File: src/rtl/pes_cc_arbiter.sv
// pes_cc_arbiter: round-robin fill/writeback front end and one-at-a-time sequencer
// for the shared 256-bit cache-line compressor, with saturating statistics.
module pes_cc_arbiter #(
  parameter int CC_LAT = 2,
  parameter int TAG_W  = 4
) (
  input  logic             clock,
  input  logic             reset_n,
  input  logic             in0_valid,
  output logic             in0_ready,
  input  logic [255:0]     in0_line,
  input  logic [TAG_W-1:0] in0_tag,
  input  logic             in1_valid,
  output logic             in1_ready,
  input  logic [255:0]     in1_line,
  input  logic [TAG_W-1:0] in1_tag,
  output logic [255:0]     cc_line,
  output logic             cc_start,
  input  logic [255:0]     cc_result,
  input  logic [2:0]       cc_fmt,
  output logic             out_valid,
  input  logic             out_ready,
  output logic [255:0]     out_line,
  output logic [2:0]       out_fmt,
  output logic [8:0]       out_bits,
  output logic             out_src,
  output logic [TAG_W-1:0] out_tag,
  output logic [15:0]      cnt_ops,
  output logic [23:0]      cnt_saved
);
  typedef enum logic [1:0] {IDLE, START, WAIT, RESP} state_t;
  state_t state_q, state_d;
  logic rr_q, rr_d, src_q, src_d, g1;
  logic [3:0] wait_q, wait_d;
  logic [255:0] line_q, line_d, res_q, res_d;
  logic [TAG_W-1:0] tag_q, tag_d;
  logic [2:0] fmt_q, fmt_d;
  logic [8:0] bits_q, bits_d, dec_bits;
  logic [15:0] cnt_ops_q, cnt_ops_d;
  logic [23:0] cnt_saved_q, cnt_saved_d;
  logic [24:0] sum;
  // port 1 wins when it is alone or when both ask and the pointer favours it
  assign g1 = in1_valid & (~in0_valid | rr_q);
  assign in0_ready = reset_n & (state_q == IDLE) & in0_valid & ~g1;
  assign in1_ready = reset_n & (state_q == IDLE) & g1;
  assign cc_start = state_q == START;
  assign cc_line = line_q;
  assign out_valid = state_q == RESP;
  assign out_line = res_q;
  assign out_fmt = fmt_q;
  assign out_bits = bits_q;
  assign out_src = src_q;
  assign out_tag = tag_q;
  assign cnt_ops = cnt_ops_q;
  assign cnt_saved = cnt_saved_q;
  assign sum = {1'b0, cnt_saved_q} + {16'd0, 9'h100 - bits_q};
  always_comb begin
    case (cc_fmt)
      3'd1, 3'd4: dec_bits = 9'd96;
      3'd2:       dec_bits = 9'd128;
      3'd3:       dec_bits = 9'd192;
      3'd5:       dec_bits = 9'd160;
      3'd6:       dec_bits = 9'd144;
      default:    dec_bits = 9'h100;
    endcase
  end
  always_comb begin
    state_d = state_q;
    rr_d = rr_q;
    src_d = src_q;
    wait_d = wait_q;
    line_d = line_q;
    tag_d = tag_q;
    res_d = res_q;
    fmt_d = fmt_q;
    bits_d = bits_q;
    cnt_ops_d = cnt_ops_q;
    cnt_saved_d = cnt_saved_q;
    case (state_q)
      IDLE: if (in0_valid | in1_valid) begin
        state_d = START;
        line_d = g1 ? in1_line : in0_line;
        tag_d = g1 ? in1_tag : in0_tag;
        src_d = g1;
        rr_d = ~g1;
      end
      START: begin
        wait_d = 4'(CC_LAT - 1);
        state_d = WAIT;
      end
      WAIT: if (wait_q == 4'd0) begin
        res_d = cc_result;
        fmt_d = cc_fmt;
        bits_d = dec_bits;
        state_d = RESP;
      end else wait_d = wait_q - 4'd1;
      default: if (out_ready) begin
        state_d = IDLE;
        cnt_ops_d = &cnt_ops_q ? cnt_ops_q : cnt_ops_q + 16'd1;
        cnt_saved_d = sum[24] ? 24'hFFFFFF : sum[23:0];
      end
    endcase
  end
  always_ff @(posedge clock or negedge reset_n) begin
    if (!reset_n) begin
      state_q <= IDLE;
      rr_q <= 1'b0;
      src_q <= 1'b0;
      wait_q <= '0;
      line_q <= '0;
      tag_q <= '0;
      res_q <= '0;
      fmt_q <= '0;
      bits_q <= '0;
      cnt_ops_q <= '0;
      cnt_saved_q <= '0;
    end else begin
      state_q <= state_d;
      rr_q <= rr_d;
      src_q <= src_d;
      wait_q <= wait_d;
      line_q <= line_d;
      tag_q <= tag_d;
      res_q <= res_d;
      fmt_q <= fmt_d;
      bits_q <= bits_d;
      cnt_ops_q <= cnt_ops_d;
      cnt_saved_q <= cnt_saved_d;
    end
  end
endmodule
File: config.mk
export PLATFORM = sky130hd
export DESIGN_NAME = pes_cc_arbiter
export DESIGN_NICKNAME = d
export VERILOG_FILES = /design/src/rtl/pes_cc_arbiter.sv
export SDC_FILE = /design/constraint.sdc
export NUM_CORES = 1
export LEC_CHECK = 0
export BUFFER_PORTS_ARGS = -buffer_cell sky130_fd_sc_hd__buf_4
export CAP_MARGIN = 20
export CORE_AREA = 2 2 535 537
export CTS_CLUSTER_DIAMETER = 50
export DETAILED_ROUTE_END_ITERATION = 8
export DIE_AREA = 0 0 537 539
export SYNTH_ARGS = -nofsm -noshare
export SYNTH_HDL_FRONTEND = slang
export SYNTH_SLANG_ARGS = --single-unit
export TNS_END_PERCENT = 5
File: constraint.sdc
create_clock -name clock -period 3.4 [get_ports clock]
set_clock_uncertainty 0.2 [all_clocks]
set_input_delay 0.17 -clock clock [delete_from_list [all_inputs] [get_ports clock]]
set_output_delay 0.17 -clock clock [all_outputs]
set_load 0.02 [all_outputs]
==> summary.txt, run 1 <==
Place
  • Hpwl dp: 181.6 mm
  • GPL Wtd Cong: 0.9500
  • Number of buffers added on ports: 1352

Synth
  • Post-synth cell types: 60
  • Post-synth ARST share: 100.0%
  • Sequential area share after synthesis: 60.00%
  • Post-synthesis instance area: 23730 um2
  • Synth warn: 0
  • Synth Register Bits: 569
  • Number of enable flip-flop cells after synthesis: 0
  • Avg Inst Size Synth: 10.49 um2
  • Top_reg_cell synth: dfrtp_1
  • Synth Instances: 2263

Floorplan
  • Initial Util: 8.357%
  • Row count: 196
  • IO Pins: 1357
  • Die width: 537 um
  • Chip Height: 539 um

CTS
  • Cts hold-fix bufs: 1491
  • Post-CTS sizing: 0
  • Num CTS Buffers: 101
  • Clock sink count: 569
  • Postcts setup bufs: 0
  • H-tree depth: 3
  • CTS Buffer Depth: 4
  • CTS root buf: clkbuf_16

Status
  • Fail Step: 4_1_cts
  • Status: aborted with a tool error
  • Err: [ERROR RSZ-0060] Max buffer count reached.
Yosys cell counts (all sizes together), types with 2 or more instances:
cell type  number  share of area [%]
nor2           22               0.36
dfrtp         569                 60
and2          262                6.9
a211o           2              0.074
nand2         804                 13
and3            5               0.15
buf            71                1.6
mux2            9               0.43
a21o            3              0.095
nor4            2               0.14
a31o            2              0.074
nand3b          3              0.095
a31oi           8               0.21
o21ai          19               0.43
nand3          17               0.38
nor3            8               0.19
a221o         260                 11
o2111ai         2              0.074
nand2b          2              0.053
o31ai           5               0.16
nand4          10               0.29
a2111oi         4               0.23
ha             14               0.74
a21oi          12               0.25
inv            15               0.24
a211oi          3              0.095
xnor2           8               0.30
and4            5               0.20
clkbuf         87                1.4
xor2           15               0.55
through the flow:
| stage | setup WS, ps | area [um2] | util [%] | hold WS [ps] | instances |
|---|---|---|---|---|---|
| after global placement | 587.3 | 38580 | 13.59 | -28.76 | 7274 |
| after floorplan | 812.8 | 23740 | - | -325.6 | 2266 |
| after detailed placement | 685.1 | 38580 | 13.59 | -28.96 | 7274 |
cells by family after synthesis:
kind of cell	count (synthesis)	share of synthesized area [%]
flops	569	60.00
other cells	1	0.01580
buf+inv	173	3.211
simple gates	1145	21.69
compound gates	327	12.94
fa+ha+maj	15	0.8225
xor+xnor	23	0.8489
mux	10	0.4692
==> run 2: changes to the inputs <==
--- a/config.mk
+++ b/config.mk
@@ -7,10 +7,10 @@
 export LEC_CHECK = 0
 export BUFFER_PORTS_ARGS = -buffer_cell sky130_fd_sc_hd__buf_4
 export CAP_MARGIN = 20
-export CORE_AREA = 2 2 535 537
-export CTS_CLUSTER_DIAMETER = 50
+export CORE_AREA = 2 2 529 531
 export DETAILED_ROUTE_END_ITERATION = 8
-export DIE_AREA = 0 0 537 539
+export DIE_AREA = 0 0 531 533
+export PLACE_DENSITY_LB_ADDON = 0.15
 export SYNTH_ARGS = -nofsm -noshare
 export SYNTH_HDL_FRONTEND = slang
 export SYNTH_SLANG_ARGS = --single-unit
==> run 2 against run 1 <==
  * The run now ends clean
  * Synthesized cell count unchanged
  * Synthesized area unchanged
==> summary.txt, run 2 <==
Status
  • Status: completed

Setup path
  • Critical path arrival: 3440 ps
  • Crit path kind: reg2reg
  • Crit. End Element: flip-flop
  • Worst r2r dst: cc_line[52]
  • Depth of the most critical reg-to-reg path: 7
  • Worst path required time: 3760 ps
  • R2r setup slk: 330 ps
  • Worst R2R Start: state_q[1]
  • Crit Path Max Fanout: 108
  • Startpoint Class: flip-flop

CTS
  • CTS root buf: clkbuf_16
  • Clock sink count: 569
  • Clock transition at path regs: 60 ps
  • CTS Buffer Depth: 3
  • Worst skew pair latency: 690 ps
  • Num CTS Buffers: 87
  • TritonCTS clock tree: built
  • H-tree depth: 3
  • Postcts setup bufs: 0
  • Post-CTS sizing: 0

Final layout
  • Layout Area Growth over Synthesis: 133.4%
  • Area of the multi-input gates: 8781 um2
  • Most frequent cells in the layout: buf_4 (1374), dlygate4sd3_1 (1370), nand2_1 (804)
  • Sequential cell area: 14240 um2
  • Layout net count: 5772
  • Layout cell share with drive strength beyond 1: 31.18%
  • Fillers: 30910
  • Most common cell after layout, fill and taps aside: buf_4

Floorplan
  • Row count: 194
  • Core area: 277900 um2
  • Chip Height: 533 um
  • Die width: 531 um
  • IO Pins: 1357
  • Die area: 283000 um2
  • Initial Util: 8.539%

Hold path
  • Hold WC Path Type: in2reg
  • Hold_sp: cc_result[133]
  • Number of cells on the worst hold path: 4
  • Hold path endpoint: out_line[133]

Detailed routing
  • Via Count: 28520
  • Routed wire length: 185.0 mm
  • Vias per inst: 3.237
  • Pre-antenna DRT Iters: 5
  • Antenna-violating nets left: 0
  • Drt wl/cell: 21.00 um
  • Initial DRC count: 1121
  • # DRC: 0

Place
  • Hpwl dp: 141.4 mm
  • Number of buffers added on ports: 1352
  • GPL Wtd Cong: 0.8002

Synth
  • Top-count cell post-synth: nand2_1
  • Post-synth ARST share: 100.0%
  • Sequential area share after synthesis: 60.00%
  • Avg Inst Size Synth: 10.49 um2
  • Top_reg_cell synth: dfrtp_1
  • Post-synth cell types: 60
  • Share of the synthesized area in the top cell type: 60.00%
  • Synth Instances: 2263
  • Number of enable flip-flop cells after synthesis: 0
  • Synth warn: 0
  • Largest area contributor in the netlist: dfrtp_1
  • Synth Register Bits: 569
  • Synth top area cells: dfrtp_1 (60%), nand2_1 (13%), a221o_1 (11%)
  • Post-synthesis instance area: 23730 um2
  • Post-synth top cells: nand2_1 (804), dfrtp_1 (569), a221o_1 (260), and2_1 (256), clkbuf_1 (87)

Timing
  • Final setup fails: 0
  • Slew headroom: 43.89%
  • FMAX: 325.3 MHz
  • Minimum clock period: 3074 ps
  • Unrepaired setup endpoints after global routing: false
  • Worst slew pin tran: 841.7 ps
  • Number of hold violations in the final report: 0
  • Final Max Slew Viols: 0
  • Final setup TNS: 0 ps
  • Period utilization: 90.42%

Global route
  • Initial antenna violation count: 84
  • Final global-route overflow total: 0
  • Tot GR Track Use: 12.63%
  • Vias in the first global route: 30950
  • Largest net degree at the start of global routing: 120
  • Global-route wire length before repair: 251.4 mm

Power
  • Power per cell area: 821.2 nW/um2
  • Power Total: 45.50 mW
  • Lkg Pwr: 25.85 nW
  • Worst vdd ir: 0.0003649 V

Run
  • Maxcap violations: 0
run 2: metal layers:
metal	up-vias	share of wire [%]	GRT usage, %
met5	-	0.083	0
met4	24	4.1	5.312
met3	272	9.5	5.212
met2	1089	47	20.99
met1	13900	39	14.13
li1	13230	-	-
run 2: final cells by class:
class	count	share of cell area, %
tap	3724	8.411
sequential	569	25.70
inverter	15	0.1016
multi-input combinational	1524	15.85
antenna	49	0.2213
timing repair buffer	2776	44.52
clock inverter	30	0.6279
clock buffer	122	4.567
run 2: where the power goes:
part / internal, mW / total, mW / switching, mW
registers: 9.96 / 12.1 / 2.13
clock network: 5.43 / 9.45 / 4.02
logic: 11.3 / 24.0 / 12.6
run 2: worst max-delay path by stage:
stage / start / end / cells past startpoint / slack, ps
6_report: state_q[1] / cc_line[52] / 7 / 330
5_1_grt: state_q[1] / cc_line[137] / 8 / 170
3_5_place_dp: out_bits[4] / cnt_saved[22] / 9 / 580
2_1_floorplan: out_bits[4] / cnt_saved[23] / 9 / 810
4_1_cts: state_q[1] / cc_line[137] / 8 / 280
3_3_place_gp: out_bits[4] / cnt_saved[20] / 9 / 530
run 2: cells by family (layout without fill, tap and decap cells):
logic type | Yosys count | after routing | share of synthesized area, %
XOR/XNOR | 23 | 23 | 0.8489
adder cells (fa/ha/maj) | 15 | 15 | 0.8225
other | 1 | 53 | 0.01580
AND/OR/NAND/NOR | 1145 | 1145 | 21.69
AO/OA/AOI/OAI | 327 | 327 | 12.94
buffers and inverters | 173 | 2943 | 3.211
flip-flops | 569 | 569 | 60.00
multiplexers | 10 | 10 | 0.4692
run 2: worst max-delay path: stages, from the launching register on:
cell and delay, ps:
dfrtp_1 410, inv_1 110, ha_1 430, o21ai_4 180, buf_12 210, and2_1 340
a221o_1 260, dlygate4sd3_1 560
run 2: timing repair:
action,in CTS,in global routing
endpoints found under the hold margin,887,0
hold buffers,1371,0
endpoints found under the setup margin,0,0
run 2: through the flow:
| stage | cell area [um2] | cells | utilization, % | setup slack, ps | hold WS [ps] |
|---|---|---|---|---|---|
| finish | 55400 | 8809 | 19.93 | 325.6 | 56.20 |
| CTS | 55280 | 8760 | 19.89 | 278.2 | 0.3451 |
| global placement | 38670 | 7237 | 13.91 | 534.9 | -32.65 |
| detailed placement | 38670 | 7237 | 13.91 | 580.2 | -33.77 |
| floorplan | 23740 | 2266 | - | 812.8 | -325.6 |
| global route | 55350 | 8791 | 19.92 | 173.9 | 20.71 |
No activity file was read; power rests on OpenSTA's default activity.
==> run 3: changes to the inputs <==
--- a/config.mk
+++ b/config.mk
@@ -5,11 +5,13 @@
 export SDC_FILE = /design/constraint.sdc
 export NUM_CORES = 1
 export LEC_CHECK = 0
-export BUFFER_PORTS_ARGS = -buffer_cell sky130_fd_sc_hd__buf_4
+export ABC_AREA = 1
 export CAP_MARGIN = 20
-export CORE_AREA = 2 2 529 531
+export CORE_AREA = 2 2 525 527
 export DETAILED_ROUTE_END_ITERATION = 8
-export DIE_AREA = 0 0 531 533
+export DIE_AREA = 0 0 527 529
+export DONT_BUFFER_PORTS = 1
+export HOLD_SLACK_MARGIN = 0.08
 export PLACE_DENSITY_LB_ADDON = 0.15
 export SYNTH_ARGS = -nofsm -noshare
 export SYNTH_HDL_FRONTEND = slang
==> run 3 against run 2 <==
  * The run now fails in 4_1_cts
  * Synthesized area is 4.7% higher
  * Synthesized cell count increased by 30%
==> summary.txt, run 3 <==
Status
  • Status: aborted with a tool error
  • Fail Step: 4_1_cts
  • Err: [ERROR RSZ-0060] Max buffer count reached.

Floorplan
  • Die width: 527 um
  • Row count: 192
  • Initial Util: 9.104%
  • IO Pins: 1357
  • Chip Height: 529 um

CTS
  • H-tree depth: 3
  • CTS root buf: clkbuf_16
  • Postcts setup bufs: 0
  • Clock sink count: 569
  • CTS Buffer Depth: 4
  • Post-CTS sizing: 0
  • Num CTS Buffers: 89
  • Cts hold-fix bufs: 1312

Synth
  • Synth Register Bits: 569
  • Number of enable flip-flop cells after synthesis: 0
  • Post-synth ARST share: 100.0%
  • Avg Inst Size Synth: 8.414 um2
  • Post-synth top cells: nand2_1 (1145), nand3_1 (815), dfrtp_1 (569), clkbuf_1 (96), buf_2 (87)
  • Share of the synthesized area in the top cell type: 57.31%
  • Post-synth cell types: 39
  • Synth Instances: 2953
  • Top_reg_cell synth: dfrtp_1
  • Post-synthesis instance area: 24850 um2
  • Synth top area cells: dfrtp_1 (57%), nand2_1 (17%), nand3_1 (16%)
  • Top-count cell post-synth: nand2_1
  • Largest area contributor in the netlist: dfrtp_1
  • Synth warn: 0
  • Sequential area share after synthesis: 57.31%

Place
  • Hpwl dp: 159.2 mm
  • GPL Wtd Cong: 0.9691
  • Number of buffers added on ports: 0
  • Placed insts: 6393
run 3: changes by cell type after synthesis, sizes merged, moves of 9 or more:
cell / change
nand3: +800
nand2: +346
and2: -262
a221o: -260
buf: +46
inv: +42
nor2: +21
clkbuf: +9
mux2: -9
run 3: cells by family after synthesis:
family | after synthesis | synth area share (%)
simple gates | 2041 | 35.43
buf+inv | 270 | 4.849
compound gates | 37 | 0.9115
fa+ha+maj | 15 | 0.7856
xor+xnor | 20 | 0.7050
flops | 569 | 57.31
other cells | 1 | 0.01509
run 3: per-stage QoR:
stage          setup slack, ps  hold WS [ps]  utilization, %  instance area [um2]
3_3_place_gp             601.8        -309.0           10.66                29100
3_5_place_dp             599.5        -312.6           10.66                29100
2_1_floorplan            984.0        -325.6               -                24860
